$ cat src/rtl/irrigation_pkg.sv
// rtl/irrigation_pkg.sv - shared state encoding and default limits for the irrigation zone scheduler
// Contents:
//   state_t        : scheduler FSM states (3-bit)
//   FULL_LEVEL_DEF : tank level treated as full
//   MAX_WAIT_DEF   : cycles allowed in a waiting state before FAULT
//   WAIT_W         : width of the wait counter
package irrigation_pkg;

    typedef enum logic [2:0] {
        IDLE   = 3'd0,
        GRANT  = 3'd1,
        DRAIN  = 3'd2,
        REFILL = 3'd3,
        FAULT  = 3'd4
    } state_t;

    localparam int FULL_LEVEL_DEF = 7;
    localparam int MAX_WAIT_DEF   = 31;
    localparam int WAIT_W         = 5;

endpackage

$ cat src/rtl/rr_arbiter.sv
// rtl/rr_arbiter.sv - combinational round-robin pick among eligible zones
// Ports:
//   req   : eligible request vector (pending & enable)
//   ptr   : zone index with highest priority this round
//   grant : one-hot winner (zero when nothing is eligible)
//   valid : a winner exists
module rr_arbiter #(
    parameter int N  = 4,
    parameter int PW = 2
) (
    input  logic [N-1:0]  req,
    input  logic [PW-1:0] ptr,
    output logic [N-1:0]  grant,
    output logic          valid
);

    logic [PW:0] idx;

    // Walk the zones starting at ptr, wrapping at N; the first requester wins.
    always_comb begin
        grant = '0;
        valid = 1'b0;
        idx   = '0;
        for (int off = 0; off < N; off++) begin
            idx = {1'b0, ptr} + (PW+1)'(off);
            if (idx >= (PW+1)'(N)) begin
                idx = idx - (PW+1)'(N);
            end
            if (!valid && req[idx[PW-1:0]]) begin
                grant[idx[PW-1:0]] = 1'b1;
                valid              = 1'b1;
            end
        end
    end

endmodule

$ cat src/rtl/irrigation_zone_scheduler.sv
// rtl/irrigation_zone_scheduler.sv - shares one water tank between zones, sequencing fill/drain per zone
// Ports:
//   Ctrl_clk    : controller clock
//   reset       : asynchronous active-low reset
//   zone_req    : per-zone watering request (level or pulse)
//   zone_enable : per-zone mask; disabled zones never queue or win
//   fault_clr   : pulse that leaves FAULT
//   nivel       : current tank level from the tank controller
//   Esvaziar    : tank controller is emptying
//   start_fill  : to tank controller, 1 = fill / return to filling
//   valve       : one-hot zone valve enable
//   zone_done   : one-cycle pulse when a zone's watering completes
//   busy        : scheduler not idle
//   fault       : scheduler in FAULT
module irrigation_zone_scheduler
    import irrigation_pkg::*;
#(
    parameter int NUM_ZONES  = 4,
    parameter int LEVEL_W    = 3,
    parameter int FULL_LEVEL = FULL_LEVEL_DEF,
    parameter int MAX_WAIT   = MAX_WAIT_DEF
) (
    input  logic                 Ctrl_clk,
    input  logic                 reset,
    input  logic [NUM_ZONES-1:0] zone_req,
    input  logic [NUM_ZONES-1:0] zone_enable,
    input  logic                 fault_clr,
    input  logic [LEVEL_W-1:0]   nivel,
    input  logic                 Esvaziar,
    output logic                 start_fill,
    output logic [NUM_ZONES-1:0] valve,
    output logic [NUM_ZONES-1:0] zone_done,
    output logic                 busy,
    output logic                 fault
);

    localparam int PW = $clog2(NUM_ZONES);

    state_t               state, state_nxt;
    logic [NUM_ZONES-1:0] pending, pending_nxt;
    logic [NUM_ZONES-1:0] grant, grant_nxt;
    logic [NUM_ZONES-1:0] eligible, arb_grant;
    logic                 arb_valid;
    logic [PW-1:0]        rr_ptr, rr_ptr_nxt;
    logic [WAIT_W-1:0]    wait_cnt, wait_cnt_nxt;
    logic                 wait_expired;
    logic                 tank_full;
    logic                 start_fill_nxt, busy_nxt, fault_nxt;
    logic [NUM_ZONES-1:0] valve_nxt, done_nxt;

    // The clear for a finished zone is taken while zone_done is high, so a
    // request seen in that same cycle re-queues the zone (set wins). The
    // finishing zone is also kept out of arbitration for that one cycle.
    assign pending_nxt  = ((pending & ~zone_done) | zone_req) & zone_enable;
    assign eligible     = pending & zone_enable & ~zone_done;
    assign tank_full    = (nivel == LEVEL_W'(FULL_LEVEL));
    // Fires on the cycle the counter would reach MAX_WAIT.
    assign wait_expired = (wait_cnt == WAIT_W'(MAX_WAIT - 1));

    rr_arbiter #(
        .N  (NUM_ZONES),
        .PW (PW)
    ) u_rr_arbiter (
        .req   (eligible),
        .ptr   (rr_ptr),
        .grant (arb_grant),
        .valid (arb_valid)
    );

    always_comb begin
        state_nxt    = state;
        grant_nxt    = grant;
        rr_ptr_nxt   = rr_ptr;
        done_nxt     = '0;
        wait_cnt_nxt = wait_cnt + 1'b1;

        case (state)
            IDLE: begin
                wait_cnt_nxt = '0;
                if (arb_valid && tank_full) begin
                    grant_nxt = arb_grant;
                    state_nxt = GRANT;
                    for (int i = 0; i < NUM_ZONES; i++) begin
                        if (arb_grant[i]) begin
                            rr_ptr_nxt = (i == NUM_ZONES - 1) ? '0 : PW'(i + 1);
                        end
                    end
                end
            end
            GRANT: begin
                if (Esvaziar) begin
                    state_nxt = DRAIN;
                end else if (wait_expired) begin
                    state_nxt = FAULT;
                end
            end
            DRAIN: begin
                if (nivel == '0) begin
                    state_nxt = REFILL;
                end else if (wait_expired) begin
                    state_nxt = FAULT;
                end
            end
            REFILL: begin
                if (!Esvaziar) begin
                    done_nxt  = grant;
                    grant_nxt = '0;
                    state_nxt = IDLE;
                end else if (wait_expired) begin
                    state_nxt = FAULT;
                end
            end
            FAULT: begin
                wait_cnt_nxt = '0;
                if (fault_clr) begin
                    state_nxt = IDLE;
                end
            end
            default: begin
                state_nxt = IDLE;
            end
        endcase

        // Aborted zone stays pending and is retried after fault_clr.
        if (state_nxt == FAULT) begin
            grant_nxt = '0;
        end
        if (state_nxt != state) begin
            wait_cnt_nxt = '0;
        end

        // Outputs are registered, so derive them from the next state.
        start_fill_nxt = !((state_nxt == GRANT) || (state_nxt == DRAIN));
        valve_nxt      = (state_nxt == DRAIN) ? grant_nxt : '0;
        busy_nxt       = (state_nxt != IDLE);
        fault_nxt      = (state_nxt == FAULT);
    end

    always_ff @(posedge Ctrl_clk or negedge reset) begin
        if (!reset) begin
            state      <= IDLE;
            pending    <= '0;
            grant      <= '0;
            rr_ptr     <= '0;
            wait_cnt   <= '0;
            start_fill <= 1'b1;
            valve      <= '0;
            zone_done  <= '0;
            busy       <= 1'b0;
            fault      <= 1'b0;
        end else begin
            state      <= state_nxt;
            pending    <= pending_nxt;
            grant      <= grant_nxt;
            rr_ptr     <= rr_ptr_nxt;
            wait_cnt   <= wait_cnt_nxt;
            start_fill <= start_fill_nxt;
            valve      <= valve_nxt;
            zone_done  <= done_nxt;
            busy       <= busy_nxt;
            fault      <= fault_nxt;
        end
    end

endmodule

$ cat config.mk
export PLATFORM = sky130hd
export DESIGN_NAME = irrigation_zone_scheduler
export DESIGN_NICKNAME = d
export VERILOG_FILES = /design/src/rtl/irrigation_pkg.sv /design/src/rtl/rr_arbiter.sv /design/src/rtl/irrigation_zone_scheduler.sv
export SDC_FILE = /design/constraint.sdc
export NUM_CORES = 1
export LEC_CHECK = 0
export BUFFER_PORTS_ARGS = -buffer_cell sky130_fd_sc_hd__buf_2
export CORE_MARGIN = 1
export CORE_UTILIZATION = 50
export DETAILED_ROUTE_END_ITERATION = 8
export GPL_TIMING_DRIVEN = 0
export PLACE_DENSITY = 0.75
export SLEW_MARGIN = 25
export SYNTH_ARGS = -nofsm -noshare
export SYNTH_HDL_FRONTEND = slang
export SYNTH_SLANG_ARGS = --single-unit
$ cat constraint.sdc
create_clock -name Ctrl_clk -period 2.44 [get_ports Ctrl_clk]
set_input_delay 0.366 -clock Ctrl_clk [delete_from_list [all_inputs] [get_ports Ctrl_clk]]
set_output_delay 0.366 -clock Ctrl_clk [all_outputs]
set_load 0.005 [all_outputs]
==> results.ini <==
[worst_setup_path]
arrival_ps=2630
worstPathRequired_ps=2670
slowest_stage=mux4_2
start_kind=register
crit_type=register to register
path_cells=clkinvlp_4 > ha_4 > mux4_2 > nor4b_4 > a21oi_1 > o21a_1 > o22a_1
r2r_slack_ps=40
cp_max_fo=4
rr_worst_depth=7
end_kind=register
slowest_delay_ps=560
reg2reg_to=rr_ptr[0]
cp_top_family=multiplexers
reg2reg_from=rr_ptr[1]
crit_buf_inv=1

[detailed_routing]
wl_met3_um=201
detailedRoute.firstPassIterationCount=4
wl_per_cell_um=14.8
drc_errors=0
vias=1364
wl_met1_um=1490
top_layer_used=met4
drtIter0Drc=61
dr_wl_met2_um=1850
totalWireLength_um=3640
detail_route.vias_per_cell=5.57
ant_nets=0

[die]
dieArea_um2=3540
rows=20
die_w_um=59.5
die_y_um=59.5
ios=26
start_util_pct=53.3
core_area_um2=3100

[clocking]
cts_tree=yes
clk_path_buf_depth=2
numClockSinks=29
clock_latency_ps=330
clk_pin_slew_ps=90
cts_max_level=2
cts_inserted_buffers=5
cts_root_buffer=clkbuf_4

[timing]
hold_viol=0
skew_ps=4.82
tightest_slew_ps=846
grt_setup_unrepaired=true
holdWs_ps=43.0
maxSlewViolCount=0
min_period_over_period_pct=98.5
fin_tns_setup_ps=0
max_slew_margin_pct=43.1
period_minus_slack_ps=2400
fmax_ghz=0.416
fin_ws_ps=36.5
finalSetupViolCount=0

[cells_and_area]
n_antenna_cell=0
instances_no_fill=245
drive_gt1_share_pct=30.8
fin_util_pct=64.1
area_growth_pct=20.4
multiInputGateArea_um2=910
n_fill_cell=269
fin_area_um2=1990
layout.nets=225
regArea_um2=729

[global_routing]
grtUsageTotal_pct=23.9
grt_max_degree=30
grt_pass1_wl_um=5970
antenna_found_initial=0
overflow=0
grt_pass1_vias=1318

[pwr]
finalPower_mw=1.96
peakVddDrop_mv=0.471
p_per_area_nw_per_um2=987
p_clk_share_pct=14.0
power.switching_mw=0.783
p_comb_share_pct=52.0
p_sw_share_pct=39.9
pwr-share-seq_pct=34.0
leakagePower_nw=0.931
p_int_mw=1.18

[placement]
gp_congestion=0.797
dp_hpwl_um=2680
portBuffers=25
pre_cts_ws_ps=-234
placed_cell_area_um2=1850
dp_cells=227

[synthesis]
synth-edff-count=0
post-synth-top-area-cell=dfrtp_1
synth.top_cell.area_share_pct=42.4
ys_types=39
synthTopCellsByArea=dfrtp_1, ha_1, mux4_2
synth_common_cells=dfrtp_1, nor2_1, a21oi_1
synth_area_um2=1650
ys.flop_type=dfrtp_1
ys_warn_count=0
netlist_instances=158
synth_seq_cells=29
synth.most_common_cell=dfrtp_1
synth_seq_area_share_pct=44.0
synth_nets=183
async_flop_share_pct=100
synth_area_per_cell_um2=10.5

[status]
status=finished, final reports clean

[worst_hold_path]
min_path_type=input pin to async pin

[job]
drv_cap=0

[power groups by stage]
stage / combinational, mW / sequential, mW / clock, mW
final: 1.02 / 0.667 / 0.275
after global routing: 1.12 / 0.680 / 0.302
after CTS: 0.960 / 0.665 / 0.285
after detailed placement: 0.853 / 0.698 / 0
after global placement: 0.799 / 0.692 / 0
after floorplan: 0.642 / 0.678 / 0
[sequential cells by signal (all words and copies together), names as in the netlist, 2 cells and up]
register / count
wait_cnt: 5
grant: 4
pending: 4
valve: 4
zone_done: 4
state: 3
rr_ptr: 2
[area by class of cell]
cell class	instances	share of cell area, %
buffer	4	0.881
timing repair buffer	35	10.1
clock buffer	6	2.08
clock inverter	2	0.503
inverter	5	1.32
tap	44	2.77
sequential	29	36.7
multi-input combinational	120	45.7
[per-layer routing]
| metal | vias to the layer above | track usage, % |
|---|---|---|
| li1 | 651 | - |
| met1 | 662 | 27.9 |
| met2 | 40 | 41.3 |
| met3 | 11 | 5.68 |
| met4 | 0 | 11.3 |
| met5 | - | 0 |
[cells in the final DEF, fill, tap and decap left out, drive strengths merged, types with 2 or more instances in the layout]
cell	instances
buf	37
dfrtp	28
nor2	13
a21oi	12
nand3	11
ha	10
nand2	8
and2	8
clkbuf	8
o21a	7
a31oi	5
mux4	5
nor2b	5
nand3b	4
and3b	4
nor3	3
inv	3
or2	3
clkinvlp	2
xnor2	2
nand2b	2
o31ai	2
or3	2
xor2	2
clkinv	2
nor4b	2
[worst reg2reg max path, cell delays in order, from the launching register on]
cell and delay (ps):
dfrtp_2 400, clkinvlp_4 120, ha_4 280, mux4_2 560
nor4b_4 370, a21oi_1 170, o21a_1 190, o22a_1 190
[kinds of logic after synthesis]
| kind of cell | count (synthesis) | share of synthesized area, % |
|---|---|---|
| AOI/OAI and AO/OA | 32 | 12.6 |
| xor gates and xnor gates | 4 | 2.12 |
| adders and majority gates | 10 | 7.57 |
| buffers and inverters | 9 | 2.20 |
| DFF | 29 | 44.0 |
| muxes | 6 | 7.65 |
| and+or+nand+nor | 68 | 23.8 |
[repair_timing]
action | 4_1_cts | 5_1_grt
hold endpoints to repair | 0 | 0
setup endpoints to repair | 17 | 11
hold buffers | 0 | 0
pin swaps | 0 | 5
buffers inserted | 6 | 4
gates cloned | 0 | 0
resized for setup | 3 | 1
[how the worst max path moves through the flow]
stage,slack [ps],cells after the start,end,startpoint
after global placement,-180,7,rr_ptr[0],rr_ptr[1]
after global routing,-90,7,rr_ptr[0],rr_ptr[1]
after floorplan,40,8,busy,rr_ptr[1]
after CTS,0.1,8,busy,rr_ptr[0]
after detailed placement,-230,8,busy,rr_ptr[1]
final,40,7,rr_ptr[0],rr_ptr[1]
Note: power is estimated with default switching activity, not from simulation.
